<file path="config.mk">
export PLATFORM = sky130hd
export DESIGN_NAME = square_motion_controller
export DESIGN_NICKNAME = d
export VERILOG_FILES = /design/src/rtl/square_motion_controller_pkg.sv /design/src/rtl/square_motion_controller_frame_tick_generator.sv /design/src/rtl/square_motion_controller.sv
export SDC_FILE = /design/constraint.sdc
export NUM_CORES = 1
export LEC_CHECK = 0
export ABC_AREA = 1
export BUFFER_PORTS_ARGS = -buffer_cell sky130_fd_sc_hd__buf_2
export CORE_ASPECT_RATIO = 0.5
export CORE_MARGIN = 2
export CORE_UTILIZATION = 60
export CTS_CLUSTER_DIAMETER = 120
export DETAILED_ROUTE_END_ITERATION = 10
export PLACE_DENSITY = 0.91
export SYNTH_ARGS = -nofsm -noshare
export SYNTH_HDL_FRONTEND = slang
export SYNTH_SLANG_ARGS = --single-unit
</file>
<file path="constraint.sdc">
create_clock -name clock -period 3.3 [get_ports clock]
set_input_delay 0.495 -clock clock [delete_from_list [all_inputs] [get_ports clock]]
set_output_delay 0.495 -clock clock [all_outputs]
set_load 0.05 [all_outputs]
</file>
<file path="src/rtl/square_motion_controller_pkg.sv">
// Shared definitions for the player-square controller, spike detector and renderer:
// state encoding, coordinate width and a small state-class helper.
package square_motion_controller_pkg;

  localparam int COORD_W = 11;
  localparam int STATE_W = 3;

  localparam logic [STATE_W-1:0] ST_IDLE     = 3'd0;
  localparam logic [STATE_W-1:0] ST_GROUNDED = 3'd1;
  localparam logic [STATE_W-1:0] ST_RISING   = 3'd2;
  localparam logic [STATE_W-1:0] ST_APEX     = 3'd3;
  localparam logic [STATE_W-1:0] ST_FALLING  = 3'd4;
  localparam logic [STATE_W-1:0] ST_DEAD     = 3'd5;

  typedef logic [COORD_W-1:0] coord_t;

  // True in the states where the world scrolls under the square.
  function automatic logic is_running(input logic [STATE_W-1:0] st);
    return (st == ST_GROUNDED) || (st == ST_RISING) ||
           (st == ST_APEX)     || (st == ST_FALLING);
  endfunction

endpackage

</file>
<file path="src/rtl/square_motion_controller_frame_tick_generator.sv">
// Free-running frame counter; tick is high on the last cycle of every frame.
// Shared with the renderer so both agree on frame boundaries.
module frame_tick_generator #(
  parameter int CLOCKS_PER_FRAME = 833334
) (
  input  logic clock,
  input  logic reset,
  output logic tick
);

  localparam int CNT_W = (CLOCKS_PER_FRAME < 2) ? 1 : $clog2(CLOCKS_PER_FRAME);
  localparam logic [CNT_W-1:0] LAST = CNT_W'(CLOCKS_PER_FRAME - 1);

  logic [CNT_W-1:0] count;

  // NOTE: sequential state is assigned with <= so every flop samples pre-edge values.
  always_ff @(posedge clock) begin
    if (!reset) begin
      count <= '0;
    end else if (count == LAST) begin
      count <= '0;
    end else begin
      count <= count + CNT_W'(1);
    end
  end

  assign tick = (count == LAST);

endmodule

</file>
<file path="src/rtl/square_motion_controller.sv">
// Player-square kinematics: frame strobe, scroll step, jump arc on y, and a
// DEAD freeze after a spike hit that only reset clears.
module square_motion_controller
  import square_motion_controller_pkg::*;
#(
  parameter int     CLOCKS_PER_FRAME = 833334,
  parameter coord_t SQUARE_X         = 11'd40,
  parameter coord_t GROUND_Y         = 11'd100,
  parameter coord_t JUMP_HEIGHT      = 11'd20,
  parameter int     APEX_FRAMES      = 4,
  parameter coord_t SCROLL_STEP      = 11'd1
) (
  input  logic               clock,
  input  logic               reset,
  input  logic               start,
  input  logic               jump_button,
  input  logic               is_spike_hit,
  output logic               update_screen,
  output logic [COORD_W-1:0] square_bottom_left_corner_x_pos,
  output logic [COORD_W-1:0] square_bottom_left_corner_y_pos,
  output logic [COORD_W-1:0] move_counter,
  output logic               is_jump_button_pressed,
  output logic [STATE_W-1:0] state_dbg
);

  localparam int APEX_W = (APEX_FRAMES < 2) ? 1 : $clog2(APEX_FRAMES);
  localparam logic [APEX_W-1:0] APEX_LAST = APEX_W'(APEX_FRAMES - 1);

  logic               tick;
  logic [STATE_W-1:0] state, state_nxt;
  coord_t             height, height_nxt;
  logic [APEX_W-1:0]  apex_cnt, apex_nxt;
  logic               sync1, sync2, sync_prev;
  logic               jump_rise;

  frame_tick_generator #(
    .CLOCKS_PER_FRAME(CLOCKS_PER_FRAME)
  ) u_frame_tick (
    .clock (clock),
    .reset (reset),
    .tick  (tick)
  );

  // The button is asynchronous; only the second flop's output is trusted.
  assign jump_rise = sync2 & ~sync_prev;

  // NOTE: every variable gets a default before the case so no latch is inferred.
  always_comb begin
    state_nxt  = state;
    height_nxt = height;
    apex_nxt   = apex_cnt;
    if (is_spike_hit) begin
      state_nxt = ST_DEAD;
    end else if (tick) begin
      case (state)
        ST_IDLE: begin
          if (start) state_nxt = ST_GROUNDED;
        end
        ST_GROUNDED: begin
          if (is_jump_button_pressed) begin
            height_nxt = COORD_W'(1);
            apex_nxt   = '0;
            state_nxt  = (JUMP_HEIGHT == COORD_W'(1)) ? ST_APEX : ST_RISING;
          end
        end
        ST_RISING: begin
          height_nxt = height + COORD_W'(1);
          if (height_nxt == JUMP_HEIGHT) begin
            state_nxt = ST_APEX;
            apex_nxt  = '0;
          end
        end
        ST_APEX: begin
          if (apex_cnt == APEX_LAST) state_nxt = ST_FALLING;
          else                       apex_nxt  = apex_cnt + APEX_W'(1);
        end
        ST_FALLING: begin
          height_nxt = height - COORD_W'(1);
          if (height == COORD_W'(1)) state_nxt = ST_GROUNDED;
        end
        ST_DEAD: begin
          state_nxt = ST_DEAD;
        end
        default: begin
          state_nxt  = ST_IDLE;
          height_nxt = '0;
        end
      endcase
    end
  end

  always_ff @(posedge clock) begin
    if (!reset) begin
      state                  <= ST_IDLE;
      height                 <= '0;
      apex_cnt               <= '0;
      sync1                  <= 1'b0;
      sync2                  <= 1'b0;
      sync_prev              <= 1'b0;
      update_screen          <= 1'b0;
      move_counter           <= '0;
      is_jump_button_pressed <= 1'b0;
    end else begin
      sync1         <= jump_button;
      sync2         <= sync1;
      sync_prev     <= sync2;
      state         <= state_nxt;
      height        <= height_nxt;
      apex_cnt      <= apex_nxt;
      update_screen <= tick;
      if (tick) begin
        // An edge arriving on the tick itself survives into the next frame.
        is_jump_button_pressed <= jump_rise;
        move_counter           <= is_running(state_nxt) ? SCROLL_STEP : '0;
      end else if (jump_rise) begin
        is_jump_button_pressed <= 1'b1;
      end
    end
  end

  assign square_bottom_left_corner_x_pos = SQUARE_X;
  assign square_bottom_left_corner_y_pos = GROUND_Y - height;
  assign state_dbg                       = state;

endmodule

</file>
==> metrics.yaml <==
slew_headroom: 0.604
ff_latch_area_sq_um: 841
row_count: 18
synthCells: 451
grt_pass1_wl_um: 10300
leakage_nw: 1.35
fin_crit_sh: 0.884
track_usage: 0.241
skew_ns: 0.0104
cts-resized-gates: 0
synth_area_per_cell_sq_um: 6.57
num_vias: 2872
worst-slew-pin-transition_ns: 0.590
dr.pass1.iters: 5
coreArea_sq_um: 4840
yosysSeqAreaShare: 0.284
grt_pass1_vias: 2358
path_buf_inv: 2
initial_core_util: 0.612
synth_warnings: 0
h-tree-depth: 2
path_delay_family: "simple AND/OR/NAND/NOR gates"
cts.root.buffer_cell: "clkbuf_8"
antenna_found_initial: 0
die-height_um: 53.7
synth-xor-area-share: 0.0355
rsz0062_at_grt: "no"
synthFlopType: "dfxtp_1"
final_common_cell: "nand2_1"
synth_area_sq_um: 2960
syn_to_final_growth_pct: 3.93
path_cells: "inv_1, ha_1, or2_1, nand2_1, o21ai_1, o21ai_1, nor2_1, nand2_1, xor2_1, buf_2"
switchingPower_mw: 0.294
clkTransAtPathRegs_ns: 0.08
clockBufferDepth: 2
p_int_mw: 0.682
routed_wl_um: 6470
ant_nets: 0
muxShareOfSynthArea: 0
cts_sinks: 42
drtIter0Drc: 186
critPathMaxStageDelay_ns: 0.46
drv_slew: 0
setup_ws_ns: 0.382
layout_common_cells: "nand2_1 (96), inv_1 (54), nor2_1 (43)"
finalSetupTns_ns: 0
nets: 478
worstSkewPairLatency_ns: 0.31
hold_buffers: 0
drv_cap: 0
pwr-share-seq: 0.534
grt.overflow.total: 0
swShare: 0.301
ir_worst_vdd_uv: 153
setup.worst_path.class: "flip-flop to primary output"
ys_types: 35
drc: 0
dp_hpwl_um: 4850
gp_congestion: 1.00
boundaryPins: 43
critPathCaptureType: "primary output"
critPathLaunchType: "flip-flop"
post-cts-setup-buffer-count: 0
hold_path.class: "primary input to flip-flop"
synth_edf_count: 0
crit_required_ns: 2.80
die_w_um: 103
combPwrFrac: 0.119
final-hold-violation-count: 0
powerDensity_nw_per_um2: 317
synth_compound_area_frac: 0.113
grt_max_degree: 18
synth_top_family_by_area: "simple AND/OR/NAND/NOR gates"
drive_above_1_share: 0.135
outcome: "completed"
async_flop_share: 0
final.fill_count: 431
synth.ff_latch_count: 42
multiInputGateArea_sq_um: 1730
cts_made_buffers: 5
cp_max_fo: 8
cts_tree: "yes"
viasPerCell: 5.34
setup_violations: 0
fmax_mhz: 343
clock_power_share: 0.347
synth_adder_area_share: 0.0253
wl_per_cell_um: 12.0
dieArea_sq_um: 5550
cpMaxStageDelayCell: "dfxtp_1"
antenna_cells: 0
cp_data_arrival_time_ns: 2.42
dp_slack_ns: 0.736
fin_crit_ns: 2.92
synthSimpleGateAreaFrac: 0.383
numPortBuffers: 21
[worst reg2reg max path: cells and delay by family (launching register included)]
family / cells / cell delay (ns)
compound gates: 1 / 0.27
fa+ha+maj: 1 / 0.32
flops: 1 / 0.46
simple gates: 9 / 0.97
[per-stage QoR]
| stage | utilization | cell area (sq um) | hold slack, ns | instances | total power [mW] |
|---|---|---|---|---|---|
| final | 0.636 | 3080 | 0.374 | 538 | 0.976 |
| after global routing | 0.636 | 3080 | 0.388 | 538 | 1.01 |
| after CTS | 0.636 | 3080 | 0.369 | 538 | 0.981 |
| after detailed placement | 0.618 | 2990 | 0.407 | 530 | 0.648 |
| after global placement | 0.618 | 2990 | 0.392 | 530 | 0.647 |
| after floorplan | - | 3030 | 0.390 | 470 | 0.651 |
[worst paths after layout]
check	start	end	slack (ns)	depth (start not counted)
hold reg to reg	sync1$_SDFF_PN0_	sync2$_SDFF_PN0_	0.42	2
setup reg to reg	height[0]$_SDFFE_PN0P_	apex_cnt[1]$_SDFFE_PN0P_	1.19	11
setup / recovery	height[0]$_SDFFE_PN0P_	square_bottom_left_corner_y_pos[10]	0.38	10
hold / removal	jump_button	sync1$_SDFF_PN0_	0.37	3
[cells in the mapped netlist (3+ instances only)]
| cell | count | share of area |
|---|---|---|
| nor3b_1 | 3 | 0.0076 |
| xor2_1 | 12 | 0.035 |
| a211oi_1 | 3 | 0.0076 |
| nor2_2 | 5 | 0.011 |
| nand4_1 | 11 | 0.023 |
| dfxtp_1 | 42 | 0.28 |
| o21ai_0 | 19 | 0.032 |
| nor2_1 | 43 | 0.054 |
| nand2_2 | 5 | 0.011 |
| or2_2 | 3 | 0.0063 |
| inv_1 | 54 | 0.068 |
| nor3_1 | 16 | 0.027 |
| nand2_1 | 96 | 0.12 |
| a21oi_1 | 32 | 0.054 |
| o21ai_1 | 6 | 0.010 |
| nor3_2 | 4 | 0.014 |
| nand3_2 | 5 | 0.017 |
| buf_4 | 27 | 0.068 |
| inv_2 | 7 | 0.0089 |
| nor4_1 | 4 | 0.0084 |
| nand3_1 | 32 | 0.054 |
| ha_1 | 6 | 0.025 |
[sequential cells by signal (all words and copies together), names as in the netlist]
register and flops:
apex_cnt 2, height 11, is_jump_button_pressed 1, move_counter 1, state_dbg 3, sync1 1, sync2 1, sync_prev 1
u_frame_tick.count 20, update_screen 1
[power by group through the flow]
stage,Combinational [mW],Clock [mW],Sequential [mW]
floorplan,0.111,0,0.540
global placement,0.114,0,0.533
detailed placement,0.115,0,0.533
CTS,0.115,0.345,0.521
global route,0.125,0.361,0.523
finish,0.116,0.339,0.521
[kinds of logic after synthesis]
group,Yosys count
buffers and inverters,92
flip-flops,42
AND/OR/NAND/NOR,234
adder cells (fa/ha/maj),6
AO/OA/AOI/OAI,63
XOR/XNOR,12
other,2
[cell type report]
cell class                      count  area share
Multi-Input combinational cell    336       0.562
Timing Repair Buffer               21      0.0341
Tap cell                           70      0.0284
Sequential cell                    42       0.273
Inverter                           61      0.0744
Clock buffer                        6      0.0236
Clock inverter                      2     0.00447
[metal layers]
metal | global-route usage | part of all wire | vias up
met5 | 0 | 0 | -
met3 | 0.0494 | 0.076 | 13
met4 | 0.0833 | 0.015 | 0
met2 | 0.414 | 0.47 | 118
li1 | - | - | 1452
met1 | 0.308 | 0.43 | 1289
Power figures use the tool's default switching activity.
